$ cat src/rtl/iiitb_usr_rx.sv
`default_nettype none
// ============================================================================
// Module      : iiitb_usr_rx
// Description : Receive end of the universal-shift-register serial link.
//               Deserialises one WIDTH-bit frame at a time, arriving either
//               LSB first (dir=1, right shift) or MSB first (dir=0, left
//               shift). The frame is rebuilt in a shift register and handed
//               to the consumer through a valid/ready output register. A
//               completed word that cannot be handed over because the
//               previous word is still unconsumed is dropped, and the sticky
//               overrun flag is set.
// Optional    : IIITB_USR_RX_PARITY_EN - when defined, each frame carries one
//               extra even-parity bit after the data bits and par_err reports
//               a parity mismatch on the current dout. When undefined,
//               par_err is tied to 0. The port list is the same in both builds.
// Ports       : clk        - clock, rising edge
//               reset      - asynchronous reset, active low
//               clr        - synchronous flush, active high
//               dir        - frame direction, sampled with the first bit
//               sin        - serial data bit
//               sin_valid  - sin is sampled on this edge when high
//               dout       - received word
//               dout_valid - dout holds an unconsumed word
//               dout_ready - consumer accepts dout
//               busy       - frame in progress
//               overrun    - sticky: a completed word was dropped
//               par_err    - parity mismatch on the current dout
// Revision    : 1.0 - initial release
// ============================================================================
module iiitb_usr_rx #(
    parameter int WIDTH = 4
) (
    input  logic             clk,
    input  logic             reset,
    input  logic             clr,
    input  logic             dir,
    input  logic             sin,
    input  logic             sin_valid,
    output logic [WIDTH-1:0] dout,
    output logic             dout_valid,
    input  logic             dout_ready,
    output logic             busy,
    output logic             overrun,
    output logic             par_err
);

    localparam int                c_cnt_w = $clog2(WIDTH + 1);
    localparam logic [c_cnt_w-1:0] c_last = c_cnt_w'(WIDTH);

    typedef enum logic [1:0] {
        ST_IDLE  = 2'd0,
        ST_SHIFT = 2'd1,
        ST_LOAD  = 2'd2
`ifdef IIITB_USR_RX_PARITY_EN
        ,
        ST_PAR   = 2'd3
`endif
    } t_state;

    t_state             r_state;
    logic [c_cnt_w-1:0] r_cnt;
    logic [WIDTH-1:0]   r_sr;
    logic               r_dir_q;
    logic [WIDTH-1:0]   r_dout;
    logic               r_dout_valid;
    logic               r_overrun;
    logic [c_cnt_w-1:0] w_cnt_inc;
`ifdef IIITB_USR_RX_PARITY_EN
    logic               r_par_bit;
    logic               r_par_err;
`endif

    // Right shift pushes the new bit in at the MSB, left shift at the LSB, so
    // a word arrives in its transmitted bit order in either direction.
    function automatic logic [WIDTH-1:0] f_shift(input logic [WIDTH-1:0] sr,
                                                 input logic             d,
                                                 input logic             b);
        return d ? {b, sr[WIDTH-1:1]} : {sr[WIDTH-2:0], b};
    endfunction

    assign w_cnt_inc = r_cnt + 1'b1;

    always_ff @(posedge clk or negedge reset) begin
        if (!reset) begin
            r_state      <= ST_IDLE;
            r_cnt        <= '0;
            r_sr         <= '0;
            r_dir_q      <= 1'b0;
            r_dout       <= '0;
            r_dout_valid <= 1'b0;
            r_overrun    <= 1'b0;
`ifdef IIITB_USR_RX_PARITY_EN
            r_par_bit    <= 1'b0;
            r_par_err    <= 1'b0;
`endif
        end else if (clr) begin
            r_state      <= ST_IDLE;
            r_cnt        <= '0;
            r_sr         <= '0;
            r_dir_q      <= 1'b0;
            r_dout       <= '0;
            r_dout_valid <= 1'b0;
            r_overrun    <= 1'b0;
`ifdef IIITB_USR_RX_PARITY_EN
            r_par_bit    <= 1'b0;
            r_par_err    <= 1'b0;
`endif
        end else begin
            // Consumer handshake; a reload in ST_LOAD below overrides this so
            // valid stays high when a new word lands on the same edge.
            if (r_dout_valid && dout_ready) begin
                r_dout_valid <= 1'b0;
`ifdef IIITB_USR_RX_PARITY_EN
                r_par_err    <= 1'b0;
`endif
            end

            case (r_state)
                ST_IDLE: begin
                    if (sin_valid) begin
                        // First bit uses the live dir; later bits use dir_q.
                        r_dir_q <= dir;
                        r_sr    <= f_shift(r_sr, dir, sin);
                        r_cnt   <= c_cnt_w'(1);
                        r_state <= ST_SHIFT;
                    end
                end

                ST_SHIFT: begin
                    if (sin_valid) begin
                        r_sr  <= f_shift(r_sr, r_dir_q, sin);
                        r_cnt <= w_cnt_inc;
                        if (w_cnt_inc == c_last) begin
`ifdef IIITB_USR_RX_PARITY_EN
                            r_state <= ST_PAR;
`else
                            r_state <= ST_LOAD;
`endif
                        end
                    end
                end

`ifdef IIITB_USR_RX_PARITY_EN
                ST_PAR: begin
                    if (sin_valid) begin
                        r_par_bit <= sin;
                        r_state   <= ST_LOAD;
                    end
                end
`endif

                ST_LOAD: begin
                    if (!r_dout_valid || dout_ready) begin
                        r_dout       <= r_sr;
                        r_dout_valid <= 1'b1;
`ifdef IIITB_USR_RX_PARITY_EN
                        // Even parity: the bit should equal the XOR of the data.
                        r_par_err    <= (r_par_bit != ^r_sr);
`endif
                    end else begin
                        r_overrun <= 1'b1;
                    end
                    r_cnt   <= '0;
                    r_state <= ST_IDLE;
                end

                default: begin
                    r_state <= ST_IDLE;
                end
            endcase
        end
    end

    assign dout       = r_dout;
    assign dout_valid = r_dout_valid;
    assign overrun    = r_overrun;
    assign busy       = (r_state != ST_IDLE);
`ifdef IIITB_USR_RX_PARITY_EN
    assign par_err    = r_par_err;
`else
    assign par_err    = 1'b0;
`endif

endmodule
`default_nettype wire

$ cat config.mk
export PLATFORM = sky130hd
export DESIGN_NAME = iiitb_usr_rx
export DESIGN_NICKNAME = d
export VERILOG_FILES = /design/src/rtl/iiitb_usr_rx.sv
export SDC_FILE = /design/constraint.sdc
export NUM_CORES = 1
export LEC_CHECK = 0
export BUFFER_PORTS_ARGS = -buffer_cell sky130_fd_sc_hd__buf_2
export CORE_ASPECT_RATIO = 1.75
export CORE_MARGIN = 1.5
export CORE_UTILIZATION = 25
export DETAILED_ROUTE_END_ITERATION = 10
export PLACE_DENSITY_LB_ADDON = 0.08
export SLEW_MARGIN = 20
export SYNTH_ARGS = -nofsm -noshare
export SYNTH_HDL_FRONTEND = slang
export SYNTH_SLANG_ARGS = --single-unit
$ cat constraint.sdc
create_clock -name clk -period 1.9 [get_ports clk]
set_input_delay 0.19 -clock clk [delete_from_list [all_inputs] [get_ports clk]]
set_output_delay 0.19 -clock clk [all_outputs]
set_load 0.01 [all_outputs]
==> summary.md, run 1 <==
• FF-to-FF End: r_sr[1]$_DFFE_PN0P_
• family with the most delay on the worst path: multiplexers
• leak pwr: 0.507 nW
• R2R cell count: 5
• number of nets in the finished design: 115
• fin. max-slew vios: 0
• DIE AREA: 3990 µm²
• share of layout cells above drive strength 1: 0.190
• hold violation count in the final report: 0
• hold worst-path end: r_dir_q$_DFFE_PN0P_
• combined buffer and inverter count along the critical path: 1
• warning count from the yosys run: 0
• instance area at placement: 1010 µm²
• number of clock sinks: 16
• skew final: 0.00119 ns
• reg-to-reg setup timing slack: 0.18 ns
• synthesized net count: 98
• result of the run: finished clean
• width of the chip: 48.4 µm
• boundary pin count: 15
• clock latency reported for the late side of the worst-skew pair: 0.25 ns
• area growth from synthesis to final layout: 17.9%
• overall die height: 82.5 µm
• setup TNS: 0 ns
• cell area after technology mapping: 902 µm²
• leading post-synthesis cells by instance count: sky130_fd_sc_hd__dfrtp_1 (16), sky130_fd_sc_hd__a21oi_1 (8), sky130_fd_sc_hd__ha_1 (6), sky130_fd_sc_hd__mux2i_1 (6)
• count of inserted antenna diode cells: 0
• TritonCTS clock tree: yes
• category of the worst setup path launch point: flop
• All-Layer GR Usage: 0.114
• post-route insts no fill: 145
• nature of the critical path endpoint: flop
• largest cells by area after synthesis: sky130_fd_sc_hd__dfrtp_1 (44%), sky130_fd_sc_hd__ha_1 (8.3%), sky130_fd_sc_hd__mux2i_1 (6.7%)
• per-cell routed wire length: 13.7 µm
• initial antenna violation count: 0
• setup-violating endpoint count in the final report: 0
• library cell contributing the largest single delay on the critical path: sky130_fd_sc_hd__mux2i_2
• floorplan core area: 3400 µm²
• vias in the first global route: 744
• shortest clock period the worst path allows after layout: 1.72 ns
• share of flip-flops with an asynchronous set or reset: 1.00
• crit path kind: reg2reg
• primary flip-flop cell chosen by synthesis mapping: sky130_fd_sc_hd__dfrtp_1
• register bit count reported by yosys: 16
• crit path max fanout: 7
• wire length reported by the detailed router: 1980 µm
• final core utilization: 0.313
• beginning of the worst hold path: dir
• first-pass GRT wire length: 3440 µm
• final routed DRC violation total: 0
• number of buffers added by the clock tree synthesis step: 3
• count of input and output buffers: 13
• maximum buffer depth of the clock tree: 2
• Mapped Avg Cell Area: 10.6 µm²
• clock transition time at the flip-flop clock pins of the worst setup and hold paths: 0.06 ns
• via count normalized by instance count: 4.60
• max frequency: 581 MHz
• Clock Tree Root: sky130_fd_sc_hd__clkbuf_8
• sum of net half-perimeters after detailed placement: 1570 µm
• number of synthesized flops with an enable pin: 0
• number of levels in the clock H-tree: 1
• sequential cell area fraction in the yosys report: 0.444
• fraction of the cycle the final worst path needs: 0.905
• num rows: 28
• Non-Filler Cell Area, Final: 1060 µm²
• pin count of the biggest net entering global routing: 18
• worst hold path class: in2reg
• DRC violation total after the first TritonRoute iteration: 7
• antenna viol nets, final: 0
• timing startpoint of the critical path: r_state[1]$_DFFE_PN0P_
• Filler cells: 364
• Min-Delay Path Depth: 3
• power density over the cells: 1040 nW/µm²
• number of iterations in the first detailed-routing pass: 2
• series of cell instances along the critical path: inv_1, ha_1, mux2i_2, mux2i_1, o2bb2ai_1
• required time of the critical path: 2.03 ns
• total of max-cap violations: 0
• peak supply drop: 0.000416 V
• unrepaired setup endpoints after global routing: false
• PostCTS Resize Cnt: 0
• RePlAce Congestion: 0.679
• Worst EP arrival: 1.85 ns
• Cell Count Post-Placement: 141
• cell taking the most area after synthesis: sky130_fd_sc_hd__dfrtp_1
• Worst path max stage delay: 0.46 ns
• grt total ovfl: 0
• number of cells produced by synthesis: 85
• leading cell type by number of instances after synthesis: sky130_fd_sc_hd__dfrtp_1
• via count: 667
• Initial Util: 0.265
• RR Startpoint: r_state[1]$_DFFE_PN0P_
• Yosys cell types: 29
• fraction of synthesized cell area taken by the top area cell type: 0.444
[worst min-delay path: stages]
cell,delay (ns)
sky130_fd_sc_hd__buf_2,0.11
sky130_fd_sc_hd__nand3_1,0.07
sky130_fd_sc_hd__a21oi_1,0.06
[cell families after synthesis]
group	share of synthesized area
compound gates	0.164
xor+xnor	0.00971
fa+ha+maj	0.0832
buf+inv	0.0291
flops	0.444
mux	0.107
other cells	0.00416
simple gates	0.160
[registers in the layout (all words and copies together) (netlist names)]
signal,cells
dout,4
r_sr,4
r_cnt,3
r_state,2
dout_valid,1
overrun,1
r_dir_q,1
[stage by stage]
step	power (mW)	setup slack (ns)	hold WS (ns)
2_1_floorplan	0.750	0.398	-0.106
3_3_place_gp	0.867	0.187	0.138
3_5_place_dp	0.870	0.144	0.135
4_1_cts	1.13	0.130	0.221
5_1_grt	1.20	0.0628	0.230
6_report	1.11	0.180	0.224
[what timing repair did]
| action | CTS | global route |
|---|---|---|
| endpoints found under the hold margin | 16 | 0 |
| hold buffers | 1 | 0 |
| buffers inserted | 0 | 0 |
[worst max path at each step]
stage	slack, ns	end	depth (start not counted)
finish	0.18	r_sr[1]$_DFFE_PN0P_	5
global route	0.06	r_sr[1]$_DFFE_PN0P_	5
CTS	0.13	r_sr[3]$_DFFE_PN0P_	5
detailed placement	0.14	r_sr[3]$_DFFE_PN0P_	5
global placement	0.19	r_sr[2]$_DFFE_PN0P_	5
floorplan	0.40	r_cnt[1]$_DFFE_PN0P_	4
[routing by layer]
metal / global-route usage / up-vias / wire (µm)
met3: 0.0162 / 5 / 51
met4: 0.0657 / 0 / 45
met5: 0 / - / 0
li1: - / 329 / -
met1: 0.110 / 318 / 765
met2: 0.228 / 15 / 1120
[where the power goes]
part / internal, mW / total (mW) / switching [mW]
registers: 0.388 / 0.433 / 0.0447
logic: 0.184 / 0.422 / 0.238
clock network: 0.141 / 0.252 / 0.111
total: 0.713 / 1.11 / 0.394
[area by class of cell]
class	instances	area, µm²	share of cell area
Inverter	4	15.0	0.0141
Sequential cell	16	400	0.376
Timing Repair Buffer	14	75.1	0.0706
Tap cell	45	56.3	0.0529
Clock buffer	3	41.3	0.0388
Multi-Input combinational cell	63	475	0.447
[cell usage in the layout (no fill, tap or decap)]
cell	instances
sky130_fd_sc_hd__mux2i_1	6
sky130_fd_sc_hd__nand2b_1	5
sky130_fd_sc_hd__nor2b_1	4
sky130_fd_sc_hd__ha_1	6
sky130_fd_sc_hd__a211o_1	1
sky130_fd_sc_hd__mux2_2	1
sky130_fd_sc_hd__o21ai_0	4
sky130_fd_sc_hd__o2111a_1	1
sky130_fd_sc_hd__clkbuf_8	3
sky130_fd_sc_hd__buf_2	13
sky130_fd_sc_hd__dfrtp_1	16
sky130_fd_sc_hd__mux2_1	1
sky130_fd_sc_hd__a211oi_1	1
sky130_fd_sc_hd__o2bb2ai_1	4
sky130_fd_sc_hd__conb_1	1
sky130_fd_sc_hd__a21oi_1	8
sky130_fd_sc_hd__mux2i_2	1
sky130_fd_sc_hd__and2b_1	1
sky130_fd_sc_hd__or2_1	2
sky130_fd_sc_hd__dlygate4sd3_1	1
sky130_fd_sc_hd__nand3_1	5
sky130_fd_sc_hd__o22a_1	1
sky130_fd_sc_hd__inv_1	4
sky130_fd_sc_hd__and4b_1	1
sky130_fd_sc_hd__o32ai_2	1
sky130_fd_sc_hd__xnor2_1	1
sky130_fd_sc_hd__nor2_1	2
sky130_fd_sc_hd__nand2_1	3
sky130_fd_sc_hd__and2_0	1
sky130_fd_sc_hd__nand3b_1	1
Power figures use the tool's default switching activity.
==> run 2, diff against run 1 <==
- MAX_ROUTING_LAYER: unset -> met4
==> run 2 against run 1 <==
Effect of this change:
- combinational power hardly changed
- sequential share of layout area unchanged
- clock power about the same
- hold slack about the same
- final area unchanged
- largest cell class unchanged
- largest power group unchanged
- highest routed layer unchanged
==> summary.md, run 2 (synthesis gave the netlist of run 1 again) <==
• result of the run: finished clean
• fraction of the cycle the final worst path needs: 0.903
• sum of net half-perimeters after detailed placement: 1570 µm
• shortest clock period the worst path allows after layout: 1.72 ns
• antenna viol nets, final: 0
• first-pass GRT wire length: 3440 µm
• per-cell routed wire length: 13.7 µm
• number of buffers added by the clock tree synthesis step: 3
• area growth from synthesis to final layout: 17.9%
• initial antenna violation count: 0
• number of buffers added to fix hold violations after cts: 1
• skew final: 0.000912 ns
• peak supply drop: 0.000416 V
• vias in the first global route: 745
• most frequent cells in the layout: sky130_fd_sc_hd__dfrtp_1 (16), sky130_fd_sc_hd__buf_2 (13), sky130_fd_sc_hd__a21oi_1 (8)
• wire length reported by the detailed router: 1990 µm
• floorplan core area: 3400 µm²
• boundary pin count: 15
• overall die height: 82.5 µm
• power density over the cells: 1040 nW/µm²
• via count: 667
• unrepaired setup endpoints after global routing: false
• final routed DRC violation total: 0
• Initial Util: 0.265
• GRT met1 Usage: 0.110
• TritonCTS clock tree: yes
• PostCTS Resize Cnt: 0
• Non-Filler Cell Area, Final: 1060 µm²
• leak pwr: 0.507 nW
• All-Layer GR Usage: 0.117
• nature of the critical path endpoint: flop
• instance area at placement: 1010 µm²
• most common cell after layout, fill and taps aside: sky130_fd_sc_hd__dfrtp_1
• clock transition time at the flip-flop clock pins of the worst setup and hold paths: 0.06 ns
• worst hold path class: in2reg
• global routing usage on met2: 0.228
• maximum buffer depth of the clock tree: 2
• crit path max fanout: 7
• RePlAce Congestion: 0.686
• clock latency reported for the late side of the worst-skew pair: 0.25 ns
• required time of the critical path: 2.03 ns
• number of levels in the clock H-tree: 1
• fin. max-slew vios: 0
• setup-violating endpoint count in the final report: 0
• global-route track usage on met3: 0.0162
• share of layout cells above drive strength 1: 0.190
• num rows: 28
• share of total power in the clock network: 0.229
• combinational share of power: 0.381
• most heavily used metal layer in global routing: met2
• number of iterations in the first detailed-routing pass: 2
• width of the chip: 48.4 µm
• category of the worst setup path launch point: flop
• reg-to-reg setup timing slack: 0.18 ns
• hold violation count in the final report: 0
• area of the multi-input gates: 475 µm²
• crit path kind: reg2reg
• Power, Total: 1.11 mW
• number of clock sinks: 16
• count of input and output buffers: 13
• via count normalized by instance count: 4.60
• number of setup buffers added after CTS: 0
• count of inserted antenna diode cells: 0
• setup TNS: 0 ns
• total of max-cap violations: 0
• grt total ovfl: 0
• switching power as a share of total power: 0.357
• sequential cell area in the final layout: 400 µm²
• Clock Tree Root: sky130_fd_sc_hd__clkbuf_8
• Filler cells: 364
• net switching power: 0.396 mW
• portion of total power attributed to sequential cells: 0.390
• number of nets in the finished design: 115
• DIE AREA: 3990 µm²
• internal power of the cells: 0.713 mW
• pin count of the biggest net entering global routing: 18
• DRC violation total after the first TritonRoute iteration: 11
• max frequency: 583 MHz
• Worst EP arrival: 1.84 ns
==> run 2: cell counts in the layout (fill, tap and decap cells not counted) <==
Identical to the previous run, type by type.
==> run 2: metrics by stage <==
step | cells | hold WS, ns | utilization | setup slack, ns
detailed placement | 141 | 0.135 | 0.298 | 0.144
finish | 145 | 0.224 | 0.313 | 0.184
CTS | 145 | 0.221 | 0.313 | 0.130
global route | 145 | 0.230 | 0.313 | 0.0628
global placement | 141 | 0.138 | 0.298 | 0.187
floorplan | 85 | -0.106 | - | 0.398
==> run 2: power groups by stage <==
stage	logic (mW)	clock network [mW]	registers, mW
4_1_cts	0.434	0.264	0.432
2_1_floorplan	0.321	0	0.430
3_5_place_dp	0.431	0	0.439
6_report	0.422	0.254	0.433
5_1_grt	0.483	0.278	0.438
3_3_place_gp	0.430	0	0.437
==> run 2: final timing paths <==
check                                  startpoint                  end  cells past startpoint
min in group asynchronous                   reset  dout[3]$_DFFE_PN0P_                      2
hold / removal                                dir  r_dir_q$_DFFE_PN0P_                      3
hold reg to reg               overrun$_DFFE_PN0P_  overrun$_DFFE_PN0P_                      2
setup reg to reg           r_state[1]$_DFFE_PN0P_  r_sr[1]$_DFFE_PN0P_                      5
max in group asynchronous                   reset  r_sr[2]$_DFFE_PN0P_                      2
setup / recovery           r_state[1]$_DFFE_PN0P_  r_sr[1]$_DFFE_PN0P_                      5
==> run 2: routing by layer <==
layer,share of wire,vias up
met5,0,-
met4,0.023,0
met3,0.026,5
met2,0.56,15
met1,0.39,318
li1,-,329
==> run 2: worst max-delay path, stage by stage (launching register included) <==
cell and delay [ns]:
sky130_fd_sc_hd__dfrtp_1 0.39, sky130_fd_sc_hd__inv_1 0.10, sky130_fd_sc_hd__ha_1 0.32, sky130_fd_sc_hd__mux2i_2 0.46
sky130_fd_sc_hd__mux2i_1 0.24, sky130_fd_sc_hd__o2bb2ai_1 0.09
==> run 2: area by class of cell <==
cell class	instances	share of cell area
Timing Repair Buffer	14	0.0706
Sequential cell	16	0.376
Clock buffer	3	0.0388
Multi-Input combinational cell	63	0.447
Tap cell	45	0.0529
Inverter	4	0.0141
==> run 3, diff against run 2 <==
- clock period: 1.9 -> 1.89 ns (I/O delays scaled with it)
==> run 3 against run 2 <==
Effect of this change:
- core utilization rose by 0.22 points
- sequential share of layout area fell by 0.26 points
- power rose by 2.9%
- hold slack improved by 0.0018 ns
- clock skew rose by 0.0065 ns
- fmax fell by 2.6%
- critical path type unchanged
- largest cell class unchanged
==> summary.md, run 3 (synthesis gave the netlist of run 1 again) <==
• boundary pin count: 15
• FF-to-FF End: r_sr[2]$_DFFE_PN0P_
• most common cell after layout, fill and taps aside: sky130_fd_sc_hd__dfrtp_1
• Worst path max stage delay: 0.45 ns
• unrepaired setup endpoints after global routing: false
• number of levels in the clock H-tree: 1
• floorplan core area: 3400 µm²
• peak supply drop: 0.000462 V
• shortest clock period the worst path allows after layout: 1.76 ns
• DIE AREA: 3990 µm²
• width of the chip: 48.4 µm
• area growth from synthesis to final layout: 18.7%
• via count: 656
• number of buffers added by the clock tree synthesis step: 3
• hold violation count in the final report: 0
• wire length reported by the detailed router: 2080 µm
• total of max-cap violations: 0
• TritonCTS clock tree: yes
• R2R cell count: 5
• grt total ovfl: 0
• DRC violation total after the first TritonRoute iteration: 12
• number of nets in the finished design: 116
• num rows: 28
• crit path max fanout: 7
• count of inserted antenna diode cells: 0
• Worst EP arrival: 1.88 ns
• required time of the critical path: 2.01 ns
• first-pass GRT wire length: 3350 µm
• via count normalized by instance count: 4.49
• initial antenna violation count: 0
• Cell Count Post-Placement: 142
• fin. max-slew vios: 0
• skew final: 0.00740 ns
• share of layout cells above drive strength 1: 0.198
• Initial Util: 0.265
• setup-violating endpoint count in the final report: 0
• most frequent cells in the layout: sky130_fd_sc_hd__dfrtp_1 (16), sky130_fd_sc_hd__buf_2 (13), sky130_fd_sc_hd__a21oi_1 (8)
• vias in the first global route: 710
• area of the multi-input gates: 475 µm²
• Filler cells: 365
• count of input and output buffers: 13
• depth of the critical timing path with buffers and inverters included: 5
• fraction of the cycle the final worst path needs: 0.932
• final routed DRC violation total: 0
• crit path to: r_sr[2]$_DFFE_PN0P_
• reg-to-reg setup timing slack: 0.13 ns
• pin count of the biggest net entering global routing: 18
• series of cell instances along the critical path: inv_1, ha_1, mux2i_2, mux2i_1, o2bb2ai_1
• Power, Total: 1.14 mW
• worst hold path class: in2reg
• number of iterations in the first detailed-routing pass: 3
• per-cell routed wire length: 14.2 µm
• clock latency reported for the late side of the worst-skew pair: 0.25 ns
• All-Layer GR Usage: 0.117
• Clock Tree Root: sky130_fd_sc_hd__clkbuf_8
• sequential cell area in the final layout: 400 µm²
• nature of the critical path endpoint: flop
• power density over the cells: 1060 nW/µm²
• RePlAce Congestion: 0.698
• maximum buffer depth of the clock tree: 2
• antenna viol nets, final: 0
• library cell contributing the largest single delay on the critical path: sky130_fd_sc_hd__mux2i_2
• category of the worst setup path launch point: flop
• result of the run: finished clean
• number of clock sinks: 16
• leak pwr: 0.511 nW
• max frequency: 568 MHz
• setup TNS: 0 ns
• post-route insts no fill: 146
• crit path kind: reg2reg
• family with the most delay on the worst path: multiplexers
• combined buffer and inverter count along the critical path: 1
• sum of net half-perimeters after detailed placement: 1570 µm
• overall die height: 82.5 µm
• timing startpoint of the critical path: r_state[1]$_DFFE_PN0P_
• RR Startpoint: r_state[1]$_DFFE_PN0P_
• clock transition time at the flip-flop clock pins of the worst setup and hold paths: 0.07 ns
• number of setup buffers added after CTS: 0
==> run 3: cell count changes in the layout (fill, tap and decap cells not counted), sizes merged <==
| cell | delta |
|---|---|
| buf | +1 |
==> run 3: what timing repair did <==
item,4_1_cts,5_1_grt
gates resized for setup,0,0
endpoints found under the setup margin,0,0
hold endpoints to repair,16,0
hold buffers,1,0
==> run 3: cell type report <==
cell class / count / area share
inverters: 4 / 0.0140
repair buffers: 15 / 0.0771
clock buffers: 3 / 0.0386
flip-flops and latches: 16 / 0.374
multi-input cells: 63 / 0.444
well taps: 45 / 0.0526
==> run 3: where the power goes <==
part	switching [mW]	total (mW)	internal, mW
Clock	0.117	0.259	0.141
Sequential	0.0463	0.436	0.390
Combinational	0.246	0.446	0.200
==> run 3: worst min path at each step <==
stage,start,end,slack (ns),cells after the start
finish,dir,r_dir_q$_DFFE_PN0P_,0.23,3
detailed placement,reset,dout[3]$_DFFE_PN0P_,0.14,1
CTS,dir,r_dir_q$_DFFE_PN0P_,0.23,3
floorplan,reset,dout[0]$_DFFE_PN0P_,-0.11,0
global route,dir,r_dir_q$_DFFE_PN0P_,0.23,3
global placement,reset,dout[3]$_DFFE_PN0P_,0.14,1
==> run 3: worst reg2reg max path, delay by kind of cell (launching register included) <==
kind | cells | cell delay [ns]
compound gates | 1 | 0.10
fa+ha+maj | 1 | 0.34
buf+inv | 1 | 0.11
flops | 1 | 0.40
mux | 2 | 0.68
==> run 3: per-layer routing <==
metal  vias to the layer above  routed length, µm  share of wire  track usage
li1                        331                  -              -            -
met1                       311                900           0.43        0.120
met2                        12               1100           0.53        0.226
met3                         2                 51          0.025       0.0108
met4                         0                 20         0.0096       0.0514
met5                         -                  0              0            -
==> run 3: stage by stage <==
| stage | hold slack (ns) | worst slack, ns | utilization | instance area, µm² |
|---|---|---|---|---|
| 2_1_floorplan | -0.107 | 0.388 | - | 902 |
| 3_3_place_gp | 0.142 | 0.132 | 0.300 | 1020 |
| 3_5_place_dp | 0.143 | 0.122 | 0.300 | 1020 |
| 4_1_cts | 0.226 | 0.110 | 0.315 | 1070 |
| 5_1_grt | 0.229 | 0.0101 | 0.315 | 1070 |
| 6_report | 0.226 | 0.128 | 0.315 | 1070 |
